$ cat src/rtl/mgmt_bank_pkg.sv
// mgmt_bank_pkg: register map offsets and read FSM state type for the management status/irq bank
package mgmt_bank_pkg;
  localparam logic [9:0] OFF_IRQ_STAT  = 10'h000;
  localparam logic [9:0] OFF_IRQ_MASK  = 10'h004;
  localparam logic [9:0] OFF_IRQ_FORCE = 10'h008;
  localparam logic [9:0] OFF_ERR_STAT  = 10'h00C;
  localparam logic [9:0] OFF_CHAN_BASE = 10'h200;
  localparam int         CHAN_STRIDE   = 8;
  typedef enum logic {RD_IDLE, RD_WAIT} rdstate_t;
endpackage

$ cat src/rtl/mgmt_irq_ctrl.sv
// mgmt_irq_ctrl: edge-latched irq status with mask, W1C clear, software force and registered irq
module mgmt_irq_ctrl
  import mgmt_bank_pkg::*;
#(
  parameter int NUM_IRQ = 16
) (
  input  logic               clk,
  input  logic               rst_n,
  input  logic [NUM_IRQ-1:0] irq_src,
  input  logic               wr_en,
  input  logic [9:0]         wr_off,
  input  logic [7:0]         wr_data,
  output logic [31:0]        stat,
  output logic [31:0]        mask,
  output logic               irq
);
  localparam logic [31:0] IMASK = 32'hFFFF_FFFF >> (32 - NUM_IRQ);
  logic [NUM_IRQ-1:0] src_q, src_d;
  logic [31:0] stat_q, stat_d, mask_q, mask_d, wv, wm;
  logic irq_q, irq_d;
  always_comb begin
    wv     = 32'(wr_data) << {wr_off[1:0], 3'b0};
    wm     = 32'hFF << {wr_off[1:0], 3'b0};
    src_d  = irq_src;
    stat_d = ((stat_q & ~(wr_en && wr_off[9:2] == OFF_IRQ_STAT[9:2] ? wv : 32'h0))
             | 32'(irq_src & ~src_q)
             | (wr_en && wr_off[9:2] == OFF_IRQ_FORCE[9:2] ? wv : 32'h0)) & IMASK;
    mask_d = wr_en && wr_off[9:2] == OFF_IRQ_MASK[9:2] ? ((mask_q & ~wm) | wv) & IMASK : mask_q;
    irq_d  = |(stat_q & mask_q);
  end
  always_ff @(posedge clk) begin
    if (!rst_n) begin
      src_q  <= '0;
      stat_q <= '0;
      mask_q <= '0;
      irq_q  <= 1'b0;
    end else begin
      src_q  <= src_d;
      stat_q <= stat_d;
      mask_q <= mask_d;
      irq_q  <= irq_d;
    end
  end
  assign stat = stat_q;
  assign mask = mask_q;
  assign irq  = irq_q;
endmodule

$ cat src/rtl/mgmt_status_irq_bank.sv
// mgmt_status_irq_bank: byte-wide mgmt register bank with coherent channel snapshots and irq controller (optional read timeout: MGMT_BANK_READ_TIMEOUT_EN)
module mgmt_status_irq_bank
  import mgmt_bank_pkg::*;
#(
  parameter int          NUM_CHAN       = 8,
  parameter int          REG_BYTES      = 4,
  parameter int          NUM_IRQ        = 16,
  parameter logic [15:0] BASE_ADDR      = 16'h0100,
  parameter int          TIMEOUT_CYCLES = 1024
) (
  input  logic                            clk,
  input  logic                            rst_n,
  input  logic                            rd_en,
  input  logic [15:0]                     rd_addr,
  output logic                            rd_valid,
  output logic [7:0]                      rd_data,
  output logic                            rd_hit,
  input  logic                            wr_en,
  input  logic [15:0]                     wr_addr,
  input  logic [7:0]                      wr_data,
  input  logic [NUM_CHAN-1:0]             chan_valid,
  input  logic [NUM_CHAN*REG_BYTES*8-1:0] chan_value,
  input  logic [NUM_IRQ-1:0]              irq_src,
  output logic                            irq
);
  localparam int W  = REG_BYTES * 8;
  localparam int SW = NUM_CHAN * W;
  rdstate_t state_q, state_d;
  logic [9:0] addr_q, addr_d;
  logic [7:0] rdata_q, rdata_d, rd_mux;
  logic [SW-1:0] shadow_q, shadow_d, shad_sh, csh;
  logic [15:0] roff, woff;
  logic [31:0] stat, mask, stat_sh, mask_sh;
  logic [NUM_CHAN-1:0] vsh;
  logic rd_in, wr_in, chan_ok, is_b0, stall, tmo, err_q, irq_core;
  int rc, rb, wc;
  mgmt_irq_ctrl #(.NUM_IRQ(NUM_IRQ)) u_irq (
    .clk     (clk),
    .rst_n   (rst_n),
    .irq_src (irq_src),
    .wr_en   (wr_in),
    .wr_off  (woff[9:0]),
    .wr_data (wr_data),
    .stat    (stat),
    .mask    (mask),
    .irq     (irq_core)
  );
  always_comb begin
    roff    = rd_addr - BASE_ADDR;
    woff    = wr_addr - BASE_ADDR;
    rd_in   = rd_en && roff < 16'h0400;
    wr_in   = wr_en && woff < 16'h0400;
    rc      = int'(roff[8:3]);
    rb      = int'(roff[2:0]);
    chan_ok = roff[9:0] >= OFF_CHAN_BASE && rc < NUM_CHAN && rb < REG_BYTES;
    stat_sh = stat >> {roff[1:0], 3'b0};
    mask_sh = mask >> {roff[1:0], 3'b0};
    shad_sh = chan_ok ? shadow_q >> (rc * W + rb * 8) : '0;
    rd_mux  = roff[9:2] == OFF_IRQ_STAT[9:2] ? stat_sh[7:0] :
              roff[9:2] == OFF_IRQ_MASK[9:2] ? mask_sh[7:0] :
              roff[9:0] == OFF_ERR_STAT ? {7'b0, err_q} : shad_sh[7:0];
  end
  always_comb begin
    wc    = int'(addr_q[8:3]);
    is_b0 = addr_q >= OFF_CHAN_BASE && addr_q[2:0] == 3'd0 && wc < NUM_CHAN;
    vsh   = chan_valid >> wc;
    csh   = chan_value >> (wc * W);
    stall = state_q == RD_WAIT && is_b0 && !vsh[0];
  end
`ifdef MGMT_BANK_READ_TIMEOUT_EN
  localparam int CW = $clog2(TIMEOUT_CYCLES + 1);
  logic [CW-1:0] cnt_q, cnt_d;
  logic err_d;
  always_comb begin
    tmo   = stall && cnt_q == CW'(TIMEOUT_CYCLES);
    cnt_d = state_q == RD_WAIT ? cnt_q + CW'(1) : '0;
    err_d = tmo | (err_q & !(wr_in && woff[9:0] == OFF_ERR_STAT && wr_data[0]));
  end
  always_ff @(posedge clk) begin
    if (!rst_n) begin
      cnt_q <= '0;
      err_q <= 1'b0;
    end else begin
      cnt_q <= cnt_d;
      err_q <= err_d;
    end
  end
`else
  assign tmo   = 1'b0;
  assign err_q = 1'b0;
`endif
  always_comb begin
    rd_hit   = state_q == RD_WAIT;
    rd_valid = rd_hit && (!stall || tmo);
    rd_data  = !rd_valid ? 8'h00 : tmo ? 8'hEE : is_b0 ? csh[7:0] : rdata_q;
    state_d  = rd_valid ? RD_IDLE : state_q == RD_IDLE && rd_in ? RD_WAIT : state_q;
    addr_d   = state_q == RD_IDLE && rd_in ? roff[9:0] : addr_q;
    rdata_d  = state_q == RD_IDLE && rd_in ? rd_mux : rdata_q;
    shadow_d = rd_valid && is_b0 && !tmo
             ? (shadow_q & ~(SW'({W{1'b1}}) << (wc * W))) | (SW'(csh[W-1:0]) << (wc * W))
             : shadow_q;
  end
  always_ff @(posedge clk) begin
    if (!rst_n) begin
      state_q  <= RD_IDLE;
      addr_q   <= '0;
      rdata_q  <= '0;
      shadow_q <= '0;
    end else begin
      state_q  <= state_d;
      addr_q   <= addr_d;
      rdata_q  <= rdata_d;
      shadow_q <= shadow_d;
    end
  end
  assign irq = irq_core | err_q;
endmodule
$ cat config.mk
export PLATFORM = sky130hd
export DESIGN_NAME = mgmt_status_irq_bank
export DESIGN_NICKNAME = d
export VERILOG_FILES = /design/src/rtl/mgmt_bank_pkg.sv /design/src/rtl/mgmt_irq_ctrl.sv /design/src/rtl/mgmt_status_irq_bank.sv
export SDC_FILE = /design/constraint.sdc
export NUM_CORES = 1
export LEC_CHECK = 0
export CORE_MARGIN = 10
export CORE_UTILIZATION = 35
export DETAILED_ROUTE_END_ITERATION = 12
export GPL_TIMING_DRIVEN = 1
export PLACE_DENSITY_LB_ADDON = 0.12
export SETUP_SLACK_MARGIN = 0.2
export SYNTH_ARGS = -nofsm -noshare
export SYNTH_HDL_FRONTEND = slang
export SYNTH_SLANG_ARGS = --single-unit
$ cat constraint.sdc
create_clock -name clk -period 3 [get_ports clk]
set_clock_uncertainty 0.2 [all_clocks]
set_input_delay 0.3 -clock clk [delete_from_list [all_inputs] [get_ports clk]]
set_output_delay 0.3 -clock clk [all_outputs]
set_load 0.005 [all_outputs]
# Yosys cells after proc, flatten, opt, wreduce, memory -nomap -nowiden
# Index checks and enable logic that the tools add are counted.
# word_totals
reg_bits	324
input_bits	324
output_inout_bits	11
wordCells	75
# classes
addsub	3
order_cmp	7
eq_ne	4
shift	9
muxes	8
n_bitwise	15
reduce_logical	21
# ops
op	count
256-bit bitwise AND	1
256-bit inverter	1
256-bit OR	1
32-bit by 11-bit left shift with 256-bit output	1
32-bit by 11-bit left shift with 256-bit output, first input constant	1
256-bit by 11-bit >> shifter with 32-bit output	1
256-bit by 12-bit >> shifter with 8-bit output	1
16-bit bitwise AND	4
8-bit 2-to-1 mux	6
16-bit inverter	3
16-bit OR	3
16-bit by 11-bit less-than comparator with 1-bit output, second input constant	2
16-bit 2-to-1 mux	2
32-bit OR reduction	1
16-bit by 5-bit >> shifter with 8-bit output	2
16-bit by 9-bit subtractor with 16-bit output, second input constant	2
10-bit >= comparator, second input constant	2
8-bit by 1-bit equality test with 1-bit output, second input constant	2
8-bit zero test	2
8-bit by 5-bit left shift with 16-bit output	1
8-bit by 5-bit left shift with 16-bit output, first input constant	1
1-bit logical AND	14
11-bit by 6-bit adder with 12-bit output	1
6-bit by 4-bit less-than comparator with 1-bit output, second input constant	2
other kinds (8)	10

# Depth between registers and ports, before layout
# Gate-level depths: netlist of run 1.
# logic_depth
depth_word	9
depth_mapped	10
mapped_depth_nobuf	7

# Modules after synthesis
# Synthesis of run 1 repeated with hierarchy kept, for this count alone.
# unflattened
hier_cells	1803
hier_area_um2	16328.2
# by_module_without_submodules
mod	instances	cells_each	area_each_um2	seq_area_each_um2
mgmt_status_irq_bank	1	1569	14136.1	5505.3
mgmt_irq_ctrl	1	234	2192.1	980.9

# Least setup slack after synthesis of run 1
# Ideal clock, no wire load.
# synth_path
path_kind	input -> register
from	input port rd_addr[3]
to	register rdata_q[5]
setup_ns	0.116
t_arrival_ns	2.053
required_ns	2.684
slack_ns	0.631
stages	8
path_buffers	2
cell_sequence	inv_1 ha_1 clkbuf_1 clkbuf_1 mux4_2 mux2i_1 nand3_1 a41o_1
# synth_via
elab_chain_cells	8
word_cells_on_any_way	17
# synth_rtl
element	line	text
start: declaration	mgmt_status_irq_bank.sv:14	input logic [15:0] rd_addr,
16-bit by 9-bit subtractor with 16-bit output (*)	mgmt_status_irq_bank.sv:49	roff = rd_addr - BASE_ADDR;
parallel branches: the longest is 7 deep, another holds 11-bit by 6-bit adder with 12-bit output	-	
end signal: assignment	mgmt_status_irq_bank.sv:112	rdata_q <= rdata_d;
end: declaration	mgmt_status_irq_bank.sv:30	logic [7:0] rdata_q, rdata_d, rd_mux;
# Every way passes the cells marked *.
# A chain may end at the register's enable or synchronous reset.

# Worst setup path in the final report of run 1
# layout_path
from	register addr_q[4]
to	register shadow_q[96]
# layout_via
elab_chain_cells	8
word_cells_on_any_way	17
# layout_rtl
element	line	text
start: declaration	mgmt_status_irq_bank.sv:29	logic [9:0] addr_q, addr_d;
start signal: assignment	mgmt_status_irq_bank.sv:111	addr_q <= addr_d;
parallel branches: the longest is 8 deep, another holds 256-bit by 11-bit >> shifter with 32-bit output	-	
end signal: assignment	mgmt_status_irq_bank.sv:113	shadow_q <= shadow_d;
end: declaration	mgmt_status_irq_bank.sv:31	logic [SW-1:0] shadow_q, shadow_d, shad_sh, csh;
# Parallel ways; which one is timed is not known.

==> run_results.csv, run 1 <==
group,metric,value,unit
outcome,status,"finished, final reports clean",
synth,syn_inst,1844,
setup_path,cp_common_cell,"buf_4",
clock_tree,htreeDepth,2,
sta,setup_tns,0,ns
route,via_per_inst,5.79,
setup_path,slowest_delay,0.40,ns
clock_tree,clock_path_buffers,3,
floorplan,die_h,237,um
power_and_ir_drop,p_leak,8.37,nW
floorplan,core-area,46700,um^2
route,drt_wl_total,76900,um
layout,final_cells,2899,
setup_path,r2r_start,"addr_q[4]",
synth,synth-async-reset-ratio,0,
min_path,min_path_type,"input port to flop",
setup_path,slowest_stage,"dfxtp_4",
synth,synth-edff-count,0,
flow_run,maxCapViolCount,0,
setup_path,worstPathRequired,3.23,ns
min_path,min_from,"irq_src[12]",
setup_path,arrival,3.15,ns
synth,synth_top_area_share,0.392,
route,via_count,16800,
synth,synth_seq_cells,324,
global_route,grt_pass1_wl,112000,um
sta,rsz0062_at_grt,"true",
synth,synthMostInstantiatedCell,"nand2_1",
layout,syn_to_final_growth,41.8,%
sta,fin_crit_sh,0.974,
synth,synthDistinctLibCells,72,
synth,ys_warn_count,0,
placed_design,gp_congestion,0.955,
synth,synth_area_leaders,"dfxtp_1 39%, mux4_2 15%, nand2_1 7.9%",
synth,yosys-top-cells-count,"348 x nand2_1, 324 x dfxtp_1, 231 x a21oi_1",
placed_design,dp_cells,2784,
global_route,grt_max_degree,82,
sta,max_freq,0.342,GHz
clock_tree,root_buffer,"clkbuf_16",
route,detail-route-antenna-nets,0,
clock_tree,clk_transition_reported_paths,0.06,ns
setup_path,worstSetupEndpointType,"flop",
sta,setup_viol,0,
power_and_ir_drop,pwr_density_cell,434,nW/um^2
clock_tree,cts_tree,"built",
floorplan,die_area,56400,um^2
clock_tree,holdBufCountCts,0,
floorplan,initial_core_util,0.355,
route,routedWlPerCell,26.5,um
route,route.detailed.drc,0,
route,drt_iter0_markers,1662,
global_route,antenna_found_initial,2,
synth,synth_top_cell_by_area,"dfxtp_1",
global_route,track_usage,0.262,
global_route,grt_overflow,0,
setup_path,crit_chain,"buf_12 > nor4_4 > buf_6 > buf_12 > buf_16 > buf_6 > a22oi_2 > nand3_2 > buf_4 > buf_4 > buf_4 > buf_4 > buf_4 > buf_4 > buf_4 > buf_4 > buf_8 > nand3_1 > a21oi_1",
global_route,first_global_vias,16700,
synth,synth_ff_type,"dfxtp_1",
layout,final_net_count,2596,
sta,max-slew-margin-rel,0.436,
power_and_ir_drop,ir_drop,0.000324,V
setup_path,cp-startpoint,"addr_q[4]",
sta,fin_crit,2.92,ns
sta,maxSlewViolCount,0,
layout,drive_gt1_frac,0.216,
route,drt_first_pass_iters,9,
floorplan,rows,79,
clock_tree,insertion_delay,0.57,ns
sta,report.final.hold_viol_count,0,
setup_path,critPathMaxFanout,8,
setup_path,start_kind,"flop",
setup_path,path_class,"flop to flop",
floorplan,io_pins,335,
placed_design,io_buffer_count,334,
synth,synth-seq-area-share,0.392,
clock_tree,numCtsBuffers,38,
floorplan,die_w,237,um
synth,avgSynthCellArea,8.98,um^2
synth,syn_nets,2175,
sta,whs,0.144,ns
placed_design,hpwl,57200,um
clock_tree,cts_sinks,324,
sta,tightest_slew,0.847,ns
synth,netlist_area,16600,um^2
[critical path: cells and delay by family (launching register included)]
kind                   cells  cell delay, ns
AO/OA/AOI/OAI              2            0.22
AND/OR/NAND/NOR            3            0.21
flip-flops                 1            0.40
buffers and inverters     14            1.77
[layout make-up]
type	count	area (um^2)
diodes	2	5.00
clock buffers	53	1070
clock inverters	12	109
fillers	4354	23200
inverters	32	128
multi-input cells	1334	9590
flip-flops and latches	324	6500
well taps	607	759
repair buffers	535	5310
[power breakdown]
group	internal, mW	total [mW]	switching (mW)
clock	2.58	4.47	1.90
combinational	0.709	1.35	0.646
sequential	4.33	4.35	0.0187
[state kept, by name, indices dropped and copies added, names as in the netlist]
| signal | cells |
|---|---|
| u_irq.irq | 1 |
| u_irq.src_q | 16 |
| shadow_q | 256 |
| addr_q | 10 |
| u_irq.mask | 16 |
| rdata_q | 8 |
| u_irq.stat | 16 |
| rd_hit | 1 |
[cells in the final DEF, fill, tap and decap left out, types with 14 or more instances in the layout]
| cell type | Yosys | routed |
|---|---|---|
| a21oi_1 | 231 | 222 |
| dfxtp_1 | 324 | 319 |
| buf_12 | 0 | 30 |
| mux4_2 | 107 | 107 |
| clkbuf_16 | 0 | 39 |
| nand2_1 | 348 | 340 |
| buf_4 | 11 | 153 |
| and3_1 | 14 | 14 |
| inv_1 | 32 | 31 |
| clkdlybuf4s50_1 | 0 | 323 |
| a22oi_1 | 121 | 114 |
| nand3_2 | 0 | 22 |
| a32oi_1 | 17 | 17 |
| buf_6 | 9 | 14 |
| and2_1 | 21 | 22 |
| nand3_1 | 99 | 74 |
| nor2_1 | 116 | 115 |
| a21bo_2 | 16 | 16 |
| o21ai_0 | 39 | 31 |
| o22ai_1 | 30 | 30 |
| mux2i_1 | 34 | 34 |
[per-layer routing]
layer,part of all wire,GRT usage,vias to the layer above,wire (um)
met4,0.027,0.0804,0,2090
met1,0.40,0.328,8322,31000
met5,0,0,-,0
met2,0.49,0.451,764,37800
li1,-,-,7607,-
met3,0.077,0.0481,97,5950
[timing repair]
action,4_1_cts,5_1_grt
endpoints found under the setup margin,47,73
gates cloned,2,1
pin swaps,24,19
setup buffers,40,5
resized for setup,90,54
[final timing paths]
check | endpoint | slack [ns] | cells after the start
hold reg to reg | shadow_q[161] | 0.25 | 2
setup reg to reg | shadow_q[96] | 0.08 | 19
hold / removal | u_irq.src_q[12] | 0.14 | 2
setup / recovery | shadow_q[96] | 0.08 | 19
[metrics by stage]
step | total power [mW] | util | area, um^2 | setup WS (ns)
after floorplan | 4.92 | - | 16600 | 0.631
after global placement | 5.73 | 0.460 | 21500 | -0.0665
after detailed placement | 5.74 | 0.460 | 21500 | -0.0540
after CTS | 10.2 | 0.496 | 23200 | 0.0550
after global routing | 10.5 | 0.503 | 23500 | -0.00972
final | 10.2 | 0.503 | 23500 | 0.0782
[logic make-up after synthesis]
group,after synthesis,share of synthesized area
compound gates,513,0.200
flops,324,0.392
xor+xnor,2,0.00106
simple gates,665,0.180
fa+ha+maj,7,0.00529
buf+inv,186,0.0517
mux,147,0.170
No activity file was read; power rests on OpenSTA's default activity.
==> inputs of run 2 (changes only) <==
- PLACE_DENSITY: not set -> 0.58
- PLACE_DENSITY_LB_ADDON: 0.12 -> not set
- SKIP_LAST_GASP: not set -> 1
==> run_results.csv, run 2 (synthesis results as in run 1) <==
group,metric,value,unit
setup_path,critPathMaxFanout,12,
sta,setup_viol,8,
layout,fillers,4352,
layout,final_net_count,2574,
clock_tree,cts_tree,"built",
setup_path,worstPathRequired,2.50,ns
global_route,grt_pass1_wl,113000,um
route,drt_iter0_markers,2092,
route,via_per_inst,5.92,
route,route.detailed.drc,0,
min_path,whs_path_depth,2,
clock_tree,htreeDepth,2,
global_route,first_global_vias,16500,
clock_tree,insertion_delay,0.54,ns
floorplan,die_area,56400,um^2
clock_tree,clock_path_buffers,3,
sta,report.final.hold_viol_count,0,
clock_tree,numCtsBuffers,36,
sta,tightest_slew,0.791,ns
setup_path,arrival,2.56,ns
floorplan,core-area,46700,um^2
setup_path,r2r_start,"addr_q[8]",
setup_path,rr_worst_depth,18,
global_route,antenna_found_initial,2,
min_path,holdPathEnd,"u_irq.src_q[5]",
power_and_ir_drop,p_leak,8.24,nW
clock_tree,clk_transition_reported_paths,0.06,ns
min_path,min_path_type,"input port to flop",
layout,final_common_cell,"nand2_1",
power_and_ir_drop,ir_drop,0.000506,V
clock_tree,cts_sinks,324,
floorplan,die_h,237,um
sta,max_freq,0.327,GHz
layout,post-route-util,0.498,
setup_path,r2r_setup_slack,0.07,ns
outcome,violations,"negative setup slack",
min_path,min_from,"irq_src[5]",
sta,fin_crit,3.06,ns
route,via_count,17000,
floorplan,initial_core_util,0.355,
setup_path,r2r_end,"shadow_q[35]",
global_route,track_usage,0.266,
layout,syn_to_final_growth,40.3,%
setup_path,path_class,"flop to output port",
route,drt_first_pass_iters,5,
placed_design,hpwl,58600,um
global_route,grt_overflow,0,
placed_design,dp_slack,-0.168,ns
setup_path,worstSetupEndpointType,"output port",
placed_design,io_buffer_count,334,
sta,layout_setup_ws,-0.0588,ns
sta,maxSlewViolCount,0,
layout,largest-register,"shadow_q",
sta,max-slew-margin-rel,0.473,
sta,rsz0062_at_grt,"true",
global_route,grt_max_degree,122,
floorplan,io_pins,335,
power_and_ir_drop,pwr_density_cell,436,nW/um^2
placed_design,gp_congestion,1.01,
layout,largest_register_ffs,256,
floorplan,die_w,237,um
layout,drive_gt1_frac,0.196,
power_and_ir_drop,totalPowerFinal,10.1,mW
setup_path,start_kind,"flop",
outcome,status,"finished, violations left",
sta,fin_crit_sh,1.02,
route,routedWlPerCell,27.2,um
route,detail-route-antenna-nets,0,
flow_run,maxCapViolCount,0,
route,drt_wl_total,78200,um
floorplan,rows,79,
layout,final_cell_mix,"340 x nand2_1, 323 x clkdlybuf4s50_1, 319 x dfxtp_1",
clock_tree,root_buffer,"clkbuf_16",
-- run 2: metrics by stage --
| stage | hold WS (ns) | setup TNS (ns) | area (um^2) | cells |
|---|---|---|---|---|
| after floorplan | 0.196 | 0 | 16600 | 1844 |
| final | 0.159 | -0.268 | 23200 | 2877 |
| after global routing | 0.161 | -0.803 | 23200 | 2877 |
| after detailed placement | 0.243 | -1.18 | 21300 | 2771 |
| after global placement | 0.239 | -1.45 | 21300 | 2771 |
| after CTS | 0.147 | -0.307 | 23000 | 2866 |
-- run 2: how the worst max path moves through the flow --
stage	from	to	slack [ns]	cells after the start
2_1_floorplan	rd_addr[3]	rdata_q[5]	0.63	8
3_3_place_gp	chan_valid[7]	rd_data[6]	-0.20	8
3_5_place_dp	chan_valid[7]	rd_data[4]	-0.17	8
4_1_cts	addr_q[4]	rd_data[5]	-0.06	9
5_1_grt	addr_q[4]	rd_data[4]	-0.12	9
6_report	addr_q[4]	rd_data[6]	-0.06	10
-- run 2: where the power goes --
| part | leakage, nW | switching (mW) | internal, mW | total, mW |
|---|---|---|---|---|
| clock | 0.560 | 1.87 | 2.57 | 4.44 |
| sequential | 2.62 | 0.0194 | 4.33 | 4.35 |
| combinational | 5.06 | 0.638 | 0.691 | 1.33 |
-- run 2: timing repair --
| item | in CTS | in global routing |
|---|---|---|
| hold buffers | 0 | 0 |
| setup buffers | 28 | 9 |
| endpoints found under the setup margin | 22 | 42 |
| pin swaps | 22 | 12 |
| gates cloned | 4 | 0 |
| resized for setup | 101 | 20 |
-- run 2: critical path, stage by stage, from the launching register on --
cell and delay [ns]:
dfxtp_4 0.38, buf_12 0.13, buf_8 0.12, nor4_4 0.26, buf_6 0.17, buf_12 0.15
a22oi_1 0.10, nand3_1 0.13, nand2_2 0.14, o21ai_2 0.23, buf_2 0.17
-- run 2: final cells by class --
class / count / area, um^2 / area share
flip-flops and latches: 324 / 6500 / 0.280
repair buffers: 515 / 5180 / 0.223
multi-input cells: 1334 / 9480 / 0.408
inverters: 32 / 128 / 0.00550
clock buffers: 54 / 1070 / 0.0461
clock inverters: 9 / 103 / 0.00442
well taps: 607 / 759 / 0.0327
diodes: 2 / 5.00 / 0.000216
-- run 2: metal layers --
layer / routed length (um) / track usage / up-vias
li1: - / - / 7559
met1: 33000 / 0.356 / 8508
met2: 36100 / 0.431 / 845
met3: 7200 / 0.0565 / 128
met4: 1950 / 0.0629 / 0
met5: 0 / 0 / -
